[src/rtl/streetlight_zone_scheduler.sv]
// Purpose : zone sequencer for N street lamps on a shared feed; filters the day sensor,
//           stagger-starts lamps into DIM at dusk and grants BRIGHT round-robin under a budget.
// Latency : night flips on the DAY_FILT-th differing edge; ramp one lamp per edge; BRIGHT grant 1 cycle.
// Backpressure: none; requests beyond MAX_BRIGHT wait and raise a registered 'denied' flag.
//
// Ports:
//   clk, rst_n   clock, async active-low reset
//   day          raw ambient sensor (1 = daylight)
//   veh_detect   per-lamp vehicle present
//   lamp_mode    lamp i at [2i+1:2i]: 00 OFF, 01 DIM, 10 BRIGHT
//   bright_cnt   number of lamps currently BRIGHT
//   night        filtered night indication
//   denied       a BRIGHT request was refused because the budget was full
module streetlight_zone_scheduler #(
    parameter int N_LAMPS    = 4,
    parameter int MAX_BRIGHT = 2,
    parameter int HOLD_CYC   = 16,
    parameter int DAY_FILT   = 8
) (
    input  logic                         clk,
    input  logic                         rst_n,
    input  logic                         day,
    input  logic [N_LAMPS-1:0]           veh_detect,
    output logic [2*N_LAMPS-1:0]         lamp_mode,
    output logic [$clog2(N_LAMPS+1)-1:0] bright_cnt,
    output logic                         night,
    output logic                         denied
);
    localparam int CW = $clog2(N_LAMPS + 1);
    localparam int PW = (N_LAMPS > 1) ? $clog2(N_LAMPS) : 1;
    localparam int HW = $clog2(HOLD_CYC + 1);
    localparam int FW = $clog2(DAY_FILT + 1);

    localparam logic [1:0] M_OFF    = 2'b00;
    localparam logic [1:0] M_DIM    = 2'b01;
    localparam logic [1:0] M_BRIGHT = 2'b10;

    typedef enum logic [1:0] {S_DAY, S_RAMP, S_NIGHT} state_t;

    state_t                      state;
    logic                        day_f;
    logic [FW-1:0]               filt_cnt;
    logic [PW-1:0]               ramp_idx;
    logic [PW-1:0]               rr_ptr;
    logic [N_LAMPS-1:0][HW-1:0]  hold;

    logic                        filt_hit;
    logic                        day_f_nxt;
    logic [N_LAMPS-1:0]          req;
    logic                        any_req;
    logic                        grant_vld;
    logic                        grant_ok;
    logic [PW-1:0]               grant_idx;
    logic [2*N_LAMPS-1:0]        mode_n;
    logic [N_LAMPS-1:0][HW-1:0]  hold_n;
    logic [CW-1:0]               cnt_n;

    function automatic int wrap(input int v);
        return (v >= N_LAMPS) ? v - N_LAMPS : v;
    endfunction

    // The filtered day value is used at the edge it flips, so night, the ramp start
    // and the all-OFF at dawn all land on the same edge.
    assign filt_hit  = (day != day_f) && (filt_cnt == FW'(DAY_FILT - 1));
    assign day_f_nxt = filt_hit ? day : day_f;

    // Arbitration and hold bookkeeping, evaluated from registered state only.
    always_comb begin
        req       = '0;
        grant_vld = 1'b0;
        grant_idx = '0;
        mode_n    = lamp_mode;
        hold_n    = hold;
        cnt_n     = '0;
        for (int i = 0; i < N_LAMPS; i++) begin
            req[i] = (lamp_mode[2*i +: 2] == M_DIM) && veh_detect[i];
        end
        any_req = |req;
        for (int k = 0; k < N_LAMPS; k++) begin
            if (!grant_vld && req[wrap(int'(rr_ptr) + k)]) begin
                grant_vld = 1'b1;
                grant_idx = PW'(wrap(int'(rr_ptr) + k));
            end
        end
        // Budget check uses the registered count, so a slot freed this cycle is not reused until next.
        grant_ok = grant_vld && (bright_cnt < CW'(MAX_BRIGHT));
        for (int i = 0; i < N_LAMPS; i++) begin
            if (lamp_mode[2*i +: 2] == M_BRIGHT) begin
                if (veh_detect[i]) begin
                    hold_n[i] = HW'(HOLD_CYC);
                end else if (hold[i] == HW'(1)) begin
                    mode_n[2*i +: 2] = M_DIM;
                    hold_n[i]        = '0;
                end else begin
                    hold_n[i] = hold[i] - HW'(1);
                end
            end
        end
        if (grant_ok) begin
            mode_n[{grant_idx, 1'b0} +: 2] = M_BRIGHT;
            hold_n[grant_idx]              = HW'(HOLD_CYC);
        end
        for (int i = 0; i < N_LAMPS; i++) begin
            if (mode_n[2*i +: 2] == M_BRIGHT) begin
                cnt_n = cnt_n + CW'(1);
            end
        end
    end

    always_ff @(posedge clk or negedge rst_n) begin
        if (!rst_n) begin
            state      <= S_DAY;
            day_f      <= 1'b1;
            filt_cnt   <= '0;
            ramp_idx   <= '0;
            rr_ptr     <= '0;
            hold       <= '0;
            lamp_mode  <= '0;
            bright_cnt <= '0;
            night      <= 1'b0;
            denied     <= 1'b0;
        end else begin
            day_f  <= day_f_nxt;
            night  <= ~day_f_nxt;
            denied <= 1'b0;
            if ((day == day_f) || filt_hit) begin
                filt_cnt <= '0;
            end else begin
                filt_cnt <= filt_cnt + FW'(1);
            end

            case (state)
                S_DAY: begin
                    lamp_mode  <= {N_LAMPS{M_OFF}};
                    bright_cnt <= '0;
                    hold       <= '0;
                    if (!day_f_nxt) begin
                        state    <= S_RAMP;
                        ramp_idx <= '0;
                    end
                end
                S_RAMP: begin
                    if (day_f_nxt) begin
                        state      <= S_DAY;
                        lamp_mode  <= {N_LAMPS{M_OFF}};
                        bright_cnt <= '0;
                        hold       <= '0;
                    end else begin
                        lamp_mode[{ramp_idx, 1'b0} +: 2] <= M_DIM;
                        ramp_idx <= ramp_idx + PW'(1);
                        if (ramp_idx == PW'(N_LAMPS - 1)) begin
                            state <= S_NIGHT;
                        end
                    end
                end
                S_NIGHT: begin
                    if (day_f_nxt) begin
                        state      <= S_DAY;
                        lamp_mode  <= {N_LAMPS{M_OFF}};
                        bright_cnt <= '0;
                        hold       <= '0;
                    end else begin
                        lamp_mode  <= mode_n;
                        hold       <= hold_n;
                        bright_cnt <= cnt_n;
                        // Only a full budget counts as a refusal; waiting for the rr turn does not.
                        denied     <= any_req && (bright_cnt == CW'(MAX_BRIGHT));
                        if (grant_ok) begin
                            rr_ptr <= PW'(wrap(int'(grant_idx) + 1));
                        end
                    end
                end
                default: begin
                    state <= S_DAY;
                end
            endcase
        end
    end
endmodule

[config.mk]
export PLATFORM = sky130hd
export DESIGN_NAME = streetlight_zone_scheduler
export DESIGN_NICKNAME = d
export VERILOG_FILES = /design/src/rtl/streetlight_zone_scheduler.sv
export SDC_FILE = /design/constraint.sdc
export NUM_CORES = 1
export LEC_CHECK = 0
export CAP_MARGIN = 20
export CORE_MARGIN = 2
export CORE_UTILIZATION = 50
export CTS_CLUSTER_SIZE = 30
export DETAILED_ROUTE_END_ITERATION = 7
export PLACE_DENSITY = 0.68
export SYNTH_ARGS = -nofsm -noshare
export SYNTH_HDL_FRONTEND = slang
export SYNTH_SLANG_ARGS = --single-unit
[constraint.sdc]
create_clock -name clk -period 9.2 [get_ports clk]
set_clock_uncertainty 0.15 [all_clocks]
set_input_delay 1.38 -clock clk [delete_from_list [all_inputs] [get_ports clk]]
set_output_delay 1.38 -clock clk [all_outputs]
set_load 0.1 [all_outputs]
==> summary.md, run 1 <==
| Metric | Value |
|---|---|
| Final-stage net count | roughly 400 |
| Synth Register Bits | 44 |
| Kind of critical path | in -> reg |
| Clock sink count | 44 |
| # hold bufs at CTS | 0 |
| Worst-path maximum fanout | 7 |
| RSZ-0062 raised after global routing | no |
| Synth cell count leaders | dfrtp_1, inv_1, ha_1, nand2_1, nor2_1 |
| Routability cong. | 0.821 |
| Yosys top cell by area | dfrtp_1 |
| Worst-Skew Late Latency | just over 0.3 ns |
| Status | finished, final reports clean |
| CP startpoint kind | primary input |
| Crit path max-delay family | compound AO/OA/AOI/OAI gates |
| Vias after detailed routing | 2688 |
| Period utilization | 0.554 |
| HPWL after DPL | roughly 5200 microns |
| TritonCTS Buffers | 5 |
| Drt drc | 0 |
| H-tree Lvls | 2 |
| Vias in the first global route | around 2600 |
| Top_reg_cell synth | dfrtp_1 |
| Antenna violations before repair | 0 |
| Routed WL | 7290 microns |
| Seq/Total Area, Yosys | 0.349 |
| Average wire per standard cell | approximately 17 microns |
| Slew Viols, Final | 0 |
| Critical path buffer and inverter count | 4 |
| Largest net degree at the start of global routing | 45 |
| Placed cells | 431 |
| Max-cap violations | 0 |
| Core Util, Final | 0.580 |
| Std cell rows | 28 |
| Mapped Area | 3150 sq um |
| Congestion Overflow GR | 0 |
| Fmax | 0.196 GHz |
| CP arrival | 5.14 ns |
| DIE HEIGHT | 83.4 microns |
| Area fraction of the dominant cell type after synthesis | 0.341 |
| Die Wd | between 80 and 90 microns |
| Nature of the critical path endpoint | flop |
| Drt via density | between 6 and 7 |
| Synth cell types | 69 |
| DRT iter0 DRCs | between 200 and 250 |
| Maximum vdd drop | 0.183 mV |
| Cell Chain, Critical Path | clkdlybuf4s50_1 > inv_1 > nor3b_1 > o22a_1 > inv_1 > ha_1 > a22oi_1 > inv_1 > ha_1 > and2_1 > a32o_1 > nor2_1 > ha_1 > and2_1 > a32oi_1 > xor2_1 > a22o_1 |
| Die ar. | 6960 sq um |
| CTS tree | done |
| Fill cells | 541 |
| PostCTS Resize Cnt | 0 |
| Ranking of synthesized cells by area | dfrtp_1, ha_1, inv_1, a21oi_1, nor3_1 |
| Initial cell density of the core | 0.523 |
| First-pass GRT wire length | 12600 microns |
| Setup bufs post-CTS | 0 |
| Syn_nets | around 380 |
| Core area | 6030 sq um |
| Slew HR | 0.349 |
| Asr flop ratio synth | 1.00 |
| Power per cell area | 233 nW/um^2 |
| Final hold vios | 0 |
| Area delta synth->final | 10.8% |
| Clk Tree Root Cell | clkbuf_8 |
| Tot GR Track Use | 0.222 |
| Gate Count Post-Synth | 343 |
| Clk buf depth | 2 |
| CP peak stage delay | roughly 0.63 ns |
| PortBufs | 19 |
| Layout cells sized above 1 | 0.0822 |
| Io pins | 20 |
| Hold Path Class | reg -> reg |
| Clock slew at reported path FFs | 0.09 ns |
| Post-layout min period | 5.09 ns |
| Initial DRT Pass Iterations | 4 |
| Final setup violation count | 0 |
| DRT antenna net count | 0 |
| Slowest CP cell | clkdlybuf4s50_1 |
| Setup TNS | 0 ns |
| Static leakage | 1.51 nW |
| Measured slew at the worst slew-check pin | 0.974 ns |
| Tot Pwr | 0.813 mW |
| Synthesis Warnings | 0 |
| Syn Area/Cell | 9.20 sq um |
| Non-Filler Instances | 440 |
| Antenna cells | 0 |
| WP data required | around 9 ns |
| Number of synthesized flops with an enable pin | 0 |
| Most frequent cell after synthesis | dfrtp_1 |
==> placed cells by master, fill, tap and decap left out, types with 3 or more instances in the layout <==
| master | synthesis | routed |
|---|---|---|
| a211oi_1 | 5 | 5 |
| or2_2 | 5 | 5 |
| nor3_1 | 19 | 19 |
| nor2b_1 | 4 | 4 |
| nand3_1 | 6 | 6 |
| a32o_1 | 4 | 4 |
| a21o_1 | 4 | 4 |
| clkbuf_8 | 0 | 5 |
| a22o_1 | 10 | 10 |
| nand2b_1 | 5 | 5 |
| dfrtp_1 | 43 | 43 |
| nor3b_1 | 7 | 7 |
| o21ai_0 | 18 | 18 |
| inv_1 | 30 | 30 |
| nor2_1 | 22 | 22 |
| xnor2_1 | 4 | 4 |
| or3_1 | 3 | 3 |
| o211ai_1 | 3 | 3 |
| o31ai_1 | 3 | 3 |
| a31oi_1 | 10 | 10 |
| ha_1 | 26 | 26 |
| nand2_1 | 25 | 25 |
| nor4_1 | 3 | 3 |
| mux2_2 | 3 | 3 |
| o22ai_1 | 3 | 3 |
| clkdlybuf4s50_1 | 0 | 18 |
| nand3b_2 | 3 | 3 |
| a21oi_1 | 19 | 19 |
==> sequential cells by signal (all words and copies together) (netlist names) <==
name,count
night,1
state,2
day_f,1
filt_cnt,4
denied,1
rr_ptr,2
bright_cnt,3
hold,20
ramp_idx,2
lamp_mode,8
==> metal layers <==
metal  track usage  wire (microns)  up-vias  part of all wire
li1              -               -     1329                 -
met1         0.304            3550     1310              0.49
met2         0.358            3440       40              0.47
met3        0.0427             197        9             0.027
met4        0.0630              98        0             0.013
met5             0               0        -                 0
==> through the flow <==
stage	hold WS [ns]	setup WS [ns]	instance area, sq um
floorplan	0.279	4.77	3150
global placement	0.298	3.98	3390
detailed placement	0.308	3.85	3390
CTS	0.321	4.16	3480
global route	0.336	3.87	3500
finish	0.319	4.11	3500
==> path summary, 6_finish.rpt <==
path,slack (ns),cells after the start,startpoint,end
worst max-delay path,4.11,17,veh_detect[3],bright_cnt[2]$_DFFE_PN0P_
worst min-delay path,0.32,1,filt_cnt[0]$_DFF_PN0_,filt_cnt[0]$_DFF_PN0_
worst max register to register,5.25,16,lamp_mode[5]$_DFFE_PN0P_,bright_cnt[2]$_DFFE_PN0P_
worst min register to register,0.32,1,filt_cnt[0]$_DFF_PN0_,filt_cnt[0]$_DFF_PN0_
max in group asynchronous,7.52,2,rst_n,day_f$_DFF_PN1_
min in group asynchronous,0.83,1,rst_n,hold[4]$_DFFE_PN0P_
==> kinds of logic after synthesis <==
kind of cell	synth area share
AND/OR/NAND/NOR	0.216
AO/OA/AOI/OAI	0.248
flip-flops	0.349
buffers and inverters	0.0492
adder cells (fa/ha/maj)	0.103
XOR/XNOR	0.0167
multiplexers	0.0171
==> power by group <==
part / leakage [nW] / internal, mW / switching [mW]
sequential: 0.597 / 0.220 / 0.0344
clock: 0.0424 / 0.0544 / 0.0703
combinational: 0.871 / 0.141 / 0.293
==> area by class of cell <==
| cell class | instances | area (sq um) | area share |
|---|---|---|---|
| Timing Repair Buffer | 20 | 205 | 0.0587 |
| Multi-Input combinational cell | 263 | 1900 | 0.543 |
| Inverter | 30 | 113 | 0.0322 |
| Tap cell | 75 | 93.8 | 0.0268 |
| Clock inverter | 1 | 8.76 | 0.00251 |
| Clock buffer | 7 | 76.3 | 0.0218 |
| Sequential cell | 44 | 1100 | 0.315 |
Power figures use the tool's default switching activity.
==> inputs of run 2 (changes only) <==
- PLACE_DENSITY: 0.68 -> 0.71
- clock period: 9.2 -> 4.32 ns (I/O delays scaled with it)
==> summary.md, run 2 (synthesis gave the netlist of run 1 again) <==
| Metric | Value |
|---|---|
| WP data required | 4.36 ns (was 9.25 ns) |
| Antenna cells | 0 (unchanged) |
| Most frequent cells in the layout | dfrtp_1, inv_1, ha_1 (unchanged) |
| Most common cell after layout, fill and taps aside | dfrtp_1 (unchanged) |
| Final setup violation count | 0 (unchanged) |
| Drt drc | 0 (unchanged) |
| DIE HEIGHT | 83.4 microns (unchanged) |
| Max reg flops | 20 (unchanged) |
| Clk buf depth | 2 (unchanged) |
| Final hold vios | 0 (unchanged) |
| TritonCTS Buffers | 5 (unchanged) |
| Kind of critical path | in -> reg (unchanged) |
| Clock sink count | 44 (unchanged) |
| Clk Tree Root Cell | clkbuf_8 (unchanged) |
| Post-layout min period | 4.06 ns |
| Biggest regs | hold x20, lamp_mode x8, filt_cnt x4 (unchanged) |
| Nature of the critical path endpoint | flop (unchanged) |
| Period utilization | 0.940 |
| PostCTS Resize Cnt | 0 (unchanged) |
| Area delta synth->final | 14.2% (was 10.8%) |
| Initial cell density of the core | 0.523 (unchanged) |
| Vias after detailed routing | 2766 (was 2688) |
| Status | finished, final reports clean (unchanged) |
| Clock slew at reported path FFs | 0.08 ns (was 0.09 ns) |
| Layout cells sized above 1 | 0.112 (was 0.0822) |
| HPWL after DPL | 5510 microns (was 5230 microns) |
| PortBufs | 19 (unchanged) |
| RSZ-0062 raised after global routing | no (unchanged) |
| Setup bufs post-CTS | 0 (unchanged) |
| Worst-Skew Late Latency | 0.30 ns (was 0.31 ns) |
| Register with the most flip-flops | hold (unchanged) |
| Die Wd | 83.4 microns (unchanged) |
| DRT antenna net count | 0 (unchanged) |
| Non-Filler Instances | 451 (was 440) |
| Max-cap violations | 0 (unchanged) |
| Congestion Overflow GR | 0 (unchanged) |
| Maximum vdd drop | 0.358 mV (was 0.183 mV) |
| Largest net degree at the start of global routing | 45 (unchanged) |
| CTS tree | done (unchanged) |
| Routability cong. | 0.891 (was 0.821) |
| Slew HR | 0.345 (was 0.349) |
| Placed cells | 442 (was 431) |
| Fill cells | 528 (was 541) |
| Measured slew at the worst slew-check pin | 0.979 ns (was 0.974 ns) |
| Routed WL | 7580 microns (was 7290 microns) |
| Core area | 6030 sq um (unchanged) |
| Fin Hold WS | 0.126 ns (was 0.319 ns) |
| DRT iter0 DRCs | 138 (was 211) |
| Slew Viols, Final | 0 (unchanged) |
| # hold bufs at CTS | 0 (unchanged) |
| Average wire per standard cell | 16.8 microns (was 16.6 microns) |
| Fmax | 0.246 GHz |
| Antenna violations before repair | 0 (unchanged) |
| Tot GR Track Use | 0.222 (about the same) |
| First-pass GRT wire length | 12600 microns (about the same) |
| Power per cell area | 512 nW/um^2 (was 233 nW/um^2) |
| H-tree Lvls | 2 (unchanged) |
| Hold Path Class | in -> async (was reg -> reg) |
| Worst-path maximum fanout | 6 (was 7) |
| CP startpoint kind | primary input (unchanged) |
| Vias in the first global route | 2685 (was 2608) |
| Io pins | 20 (unchanged) |
| Static leakage | 1.58 nW (was 1.51 nW) |
| CP arrival | 4.10 ns (was 5.14 ns) |
| Die ar. | 6960 sq um (unchanged) |
| Initial DRT Pass Iterations | 4 (unchanged) |
| Drt via density | 6.13 (was 6.11) |
| Std cell rows | 28 (unchanged) |
| Final-stage net count | 408 (was 397) |
run 2: layout make-up:
| class | count | area, sq um | area share |
|---|---|---|---|
| multi-input combinational | 263 | 1900 | 0.527 |
| sequential | 44 | 1100 | 0.306 |
| timing repair buffer | 31 | 288 | 0.0799 |
| inverter | 30 | 113 | 0.0313 |
| tap | 75 | 93.8 | 0.0261 |
| clock buffer | 6 | 72.6 | 0.0202 |
| clock inverter | 2 | 35.0 | 0.00973 |
run 2: routing by layer:
layer  wire length (microns)  track usage  share of wire  up-vias
met3                     337       0.0437          0.044       14
met2                    3520        0.369           0.46       54
met4                      90       0.0630          0.012        0
li1                        -            -              -     1343
met1                    3630        0.294           0.48     1355
met5                       0            0              0        -
run 2: path summary, 6_finish.rpt:
kind	endpoint	slack, ns	from	cells past startpoint
min in group clk	filt_cnt[0]$_DFF_PN0_	0.31	filt_cnt[0]$_DFF_PN0_	1
hold reg to reg	filt_cnt[0]$_DFF_PN0_	0.31	filt_cnt[0]$_DFF_PN0_	1
max in group asynchronous	day_f$_DFF_PN1_	3.33	rst_n	2
setup reg to reg	bright_cnt[2]$_DFFE_PN0P_	0.53	lamp_mode[2]$_DFFE_PN0P_	15
setup / recovery	bright_cnt[2]$_DFFE_PN0P_	0.26	veh_detect[0]	17
hold / removal	hold[3]$_DFFE_PN0P_	0.13	rst_n	1
run 2: where the power goes:
group | total (mW) | leakage, nW | switching, mW | internal (mW)
Sequential | 0.544 | 0.597 | 0.0747 | 0.469
Clock | 0.317 | 0.0552 | 0.145 | 0.172
Combinational | 0.982 | 0.926 | 0.647 | 0.335
Total | 1.84 | 1.58 | 0.867 | 0.976
run 2: per-stage QoR:
step	cell area (sq um)	utilization	TNS [ns]	power, mW	setup slack, ns
2_1_floorplan	3150	-	0	1.28	0.0903
3_3_place_gp	3470	0.576	0	1.50	0.0605
3_5_place_dp	3470	0.576	-0.0522	1.52	-0.0522
4_1_cts	3580	0.594	0	1.84	0.263
5_1_grt	3600	0.598	0	1.97	0.0218
6_report	3600	0.598	0	1.84	0.261
run 2: worst max-delay path, cell delays in order:
cell and delay (ns):
clkdlybuf4s50_1 0.51, nand3b_2 0.17, o221ai_1 0.24, a22o_1 0.21
inv_1 0.08, ha_1 0.23, a22oi_1 0.24, inv_1 0.08
ha_1 0.30, and2_1 0.16, a32o_1 0.26, nor2_1 0.15
ha_1 0.18, and2_1 0.12, a32oi_1 0.11, xor2_1 0.18
a22o_1 0.23
==> inputs of run 3 (changes only) <==
==> constraint.sdc (replaced) <==
create_clock -name clk -period 3.7 [get_ports clk]
set_clock_uncertainty 0.15 [all_clocks]
set_input_delay 0.74 -clock clk [delete_from_list [all_inputs] [get_ports clk]]
set_output_delay 0.74 -clock clk [all_outputs]
set_load 0.1 [all_outputs]
==> summary.md, run 3 (synthesis gave the netlist of run 1 again) <==
| Metric | Value |
|---|---|
| HPWL after DPL | 5720 microns (was 5510 microns) |
| Final setup violation count | 0 (unchanged) |
| Drt drc | 0 (unchanged) |
| Max reg flops | 20 (unchanged) |
| Drt via density | 5.95 (was 6.13) |
| Non-Filler Instances | 474 (was 451) |
| DRT antenna net count | 0 (unchanged) |
| Worst R2R Setup Slack | 0.16 ns (was 0.53 ns) |
| Vias in the first global route | 2787 (was 2685) |
| H-tree Lvls | 2 (unchanged) |
| Period utilization | 0.957 |
| Average wire per standard cell | 16.3 microns (was 16.8 microns) |
| Initial DRT Pass Iterations | 4 (unchanged) |
| CP startpoint kind | flop (was primary input) |
| Congestion Overflow GR | 0 (unchanged) |
| Sw Ratio | 0.453 (was 0.470) |
| Antenna cells | 0 (unchanged) |
| Std cell rows | 28 (unchanged) |
| Register with the most flip-flops | hold (unchanged) |
| Routability cong. | 0.880 (was 0.891) |
| TritonCTS Buffers | 5 (unchanged) |
| Measured slew at the worst slew-check pin | 0.966 ns (was 0.979 ns) |
| Worst-Skew Late Latency | 0.31 ns (was 0.30 ns) |
| Slew HR | 0.354 (was 0.345) |
| Status | finished, final reports clean (unchanged) |
| Sequential share of power | 0.276 (was 0.295) |
| Layout cells sized above 1 | 0.253 (was 0.112) |
| Fin Hold WS | 0.157 ns (was 0.126 ns) |
| Pint | 1.29 mW (was 0.976 mW) |
| WP data required | 3.75 ns (was 4.36 ns) |
| Final-stage net count | 431 (was 408) |
| CTS tree | done (unchanged) |
| Core Util, Final | 0.640 (was 0.598) |
| Setup TNS | 0 ns (unchanged) |
| Die ar. | 6960 sq um (unchanged) |
| Switching power | 1.07 mW (was 0.867 mW) |
| Clock network power share | 0.168 (was 0.172) |
| Cell Chain, Critical Path | clkinvlp_4 > nor3b_4 > o221ai_1 > a22o_1 > ha_2 > a22o_4 > ha_4 > and2_1 > a32o_2 > nor2_2 > ha_2 > and2_1 > a32oi_1 > xor2_1 > a22o_1 (was clkdlybuf4s50_1 > nand3b_2 > o221ai_1 > a22o_1 > inv_1 > ha_1 > a22oi_1 > inv_1 > ha_1 > and2_1 > a32o_1 > nor2_1 > ha_1 > and2_1 > a32oi_1 > xor2_1 > a22o_1) |
| Slowest CP cell | dfrtp_4 (was clkdlybuf4s50_1) |
| Most common cell after layout, fill and taps aside | buf_4 (was dfrtp_1) |
| DRT iter0 DRCs | 170 (was 138) |
| Area delta synth->final | 22.3% (was 14.2%) |
| Static leakage | 1.73 nW (was 1.58 nW) |
| Maximum vdd drop | 0.447 mV (was 0.358 mV) |
| Hold Path Class | in -> async (unchanged) |
| Post-layout min period | 3.54 ns |
| Kind of critical path | reg -> reg (was in -> reg) |
| Fill cells | 499 (was 528) |
| DIE HEIGHT | 83.4 microns (unchanged) |
| Tot GR Track Use | 0.229 (was 0.222) |
| Antenna violations before repair | 0 (unchanged) |
| PortBufs | 19 (unchanged) |
| Slew Viols, Final | 0 (unchanged) |
| Fmax | between 0.2 and 0.3 GHz |
| Combinational share of power | 0.556 (was 0.533) |
| Clk Tree Root Cell | clkbuf_8 (unchanged) |
| Biggest regs | hold x20, lamp_mode x8, filt_cnt x4 (unchanged) |
| Nature of the critical path endpoint | flop (unchanged) |
| Worst-path maximum fanout | 5 (was 6) |
| Clock sink count | 44 (unchanged) |
| Io pins | 20 (unchanged) |
| First-pass GRT wire length | 12900 microns (was 12600 microns) |
| Final hold vios | 0 (unchanged) |
| Die Wd | 83.4 microns (unchanged) |
| Core area | 6030 sq um (unchanged) |
| Power per cell area | 610 nW/um^2 (was 512 nW/um^2) |
| Clk buf depth | 2 (unchanged) |
| Most frequent cells in the layout | buf_4, dfrtp_1, inv_1 (was dfrtp_1, inv_1, ha_1) |
| Max-cap violations | 0 (unchanged) |
| Clock slew at reported path FFs | 0.08 ns (about the same) |
| Initial cell density of the core | 0.523 (unchanged) |
| CP arrival | 3.59 ns (was 4.10 ns) |
| Routed WL | 7740 microns (was 7580 microns) |
| Largest net degree at the start of global routing | 45 (unchanged) |
| Placed cells | 461 (was 442) |
| # hold bufs at CTS | 0 (unchanged) |
| CP peak stage delay | 0.48 ns (was 0.51 ns) |
| Vias after detailed routing | 2820 (was 2766) |
run 3: what timing repair did:
action                                  CTS  global route
pin swaps                                 3             8
endpoints found under the setup margin    2             2
gates cloned                              0             0
buffers inserted                          1             3
resized for setup                        10            15
run 3: worst paths after layout:
path | start | cells after the start | end
setup reg to reg | lamp_mode[2]$_DFFE_PN0P_ | 15 | bright_cnt[2]$_DFFE_PN0P_
max in group asynchronous | rst_n | 2 | day_f$_DFF_PN1_
min in group clk | filt_cnt[0]$_DFF_PN0_ | 1 | filt_cnt[0]$_DFF_PN0_
setup / recovery | lamp_mode[2]$_DFFE_PN0P_ | 15 | bright_cnt[2]$_DFFE_PN0P_
hold reg to reg | filt_cnt[0]$_DFF_PN0_ | 1 | filt_cnt[0]$_DFF_PN0_
hold / removal | rst_n | 1 | hold[19]$_DFFE_PN0P_
run 3: power by group through the flow:
| stage | clock network [mW] | logic, mW | registers, mW |
|---|---|---|---|
| after floorplan | 0 | 0.743 | 0.770 |
| after global placement | 0 | 1.20 | 0.652 |
| after detailed placement | 0 | 1.22 | 0.658 |
| after CTS | 0.408 | 1.25 | 0.647 |
| after global routing | 0.427 | 1.42 | 0.662 |
| final | 0.394 | 1.31 | 0.650 |
run 3: critical path, delay by kind of cell, from the launching register on:
kind            cells  cell delay, ns
fa+ha+maj           3            0.62
buf+inv             1            0.16
xor+xnor            1            0.17
simple gates        4            0.61
compound gates      6            1.22
flops               1            0.48
run 3: cell type report:
| type | count | area, sq um | share of cell area |
|---|---|---|---|
| clock buffer | 6 | 82.6 | 0.0214 |
| clock inverter | 2 | 38.8 | 0.0101 |
| inverter | 30 | 116 | 0.0302 |
| multi-input combinational | 263 | 1970 | 0.512 |
| sequential | 44 | 1130 | 0.293 |
| tap | 75 | 93.8 | 0.0243 |
| timing repair buffer | 54 | 423 | 0.110 |
run 3: routing by layer:
metal | track usage | wire [microns]
met1 | 0.301 | 3660
met2 | 0.383 | 3670
met3 | 0.0427 | 300
met4 | 0.0689 | 105
met5 | 0 | 0
run 3: stage by stage:
stage	power, mW	setup WS [ns]	cell area (sq um)
floorplan	1.51	0.00267	3210
global placement	1.85	-0.531	3660
detailed placement	1.87	-0.613	3660
CTS	2.30	0.0125	3800
global route	2.51	-0.00988	3860
finish	2.35	0.161	3860
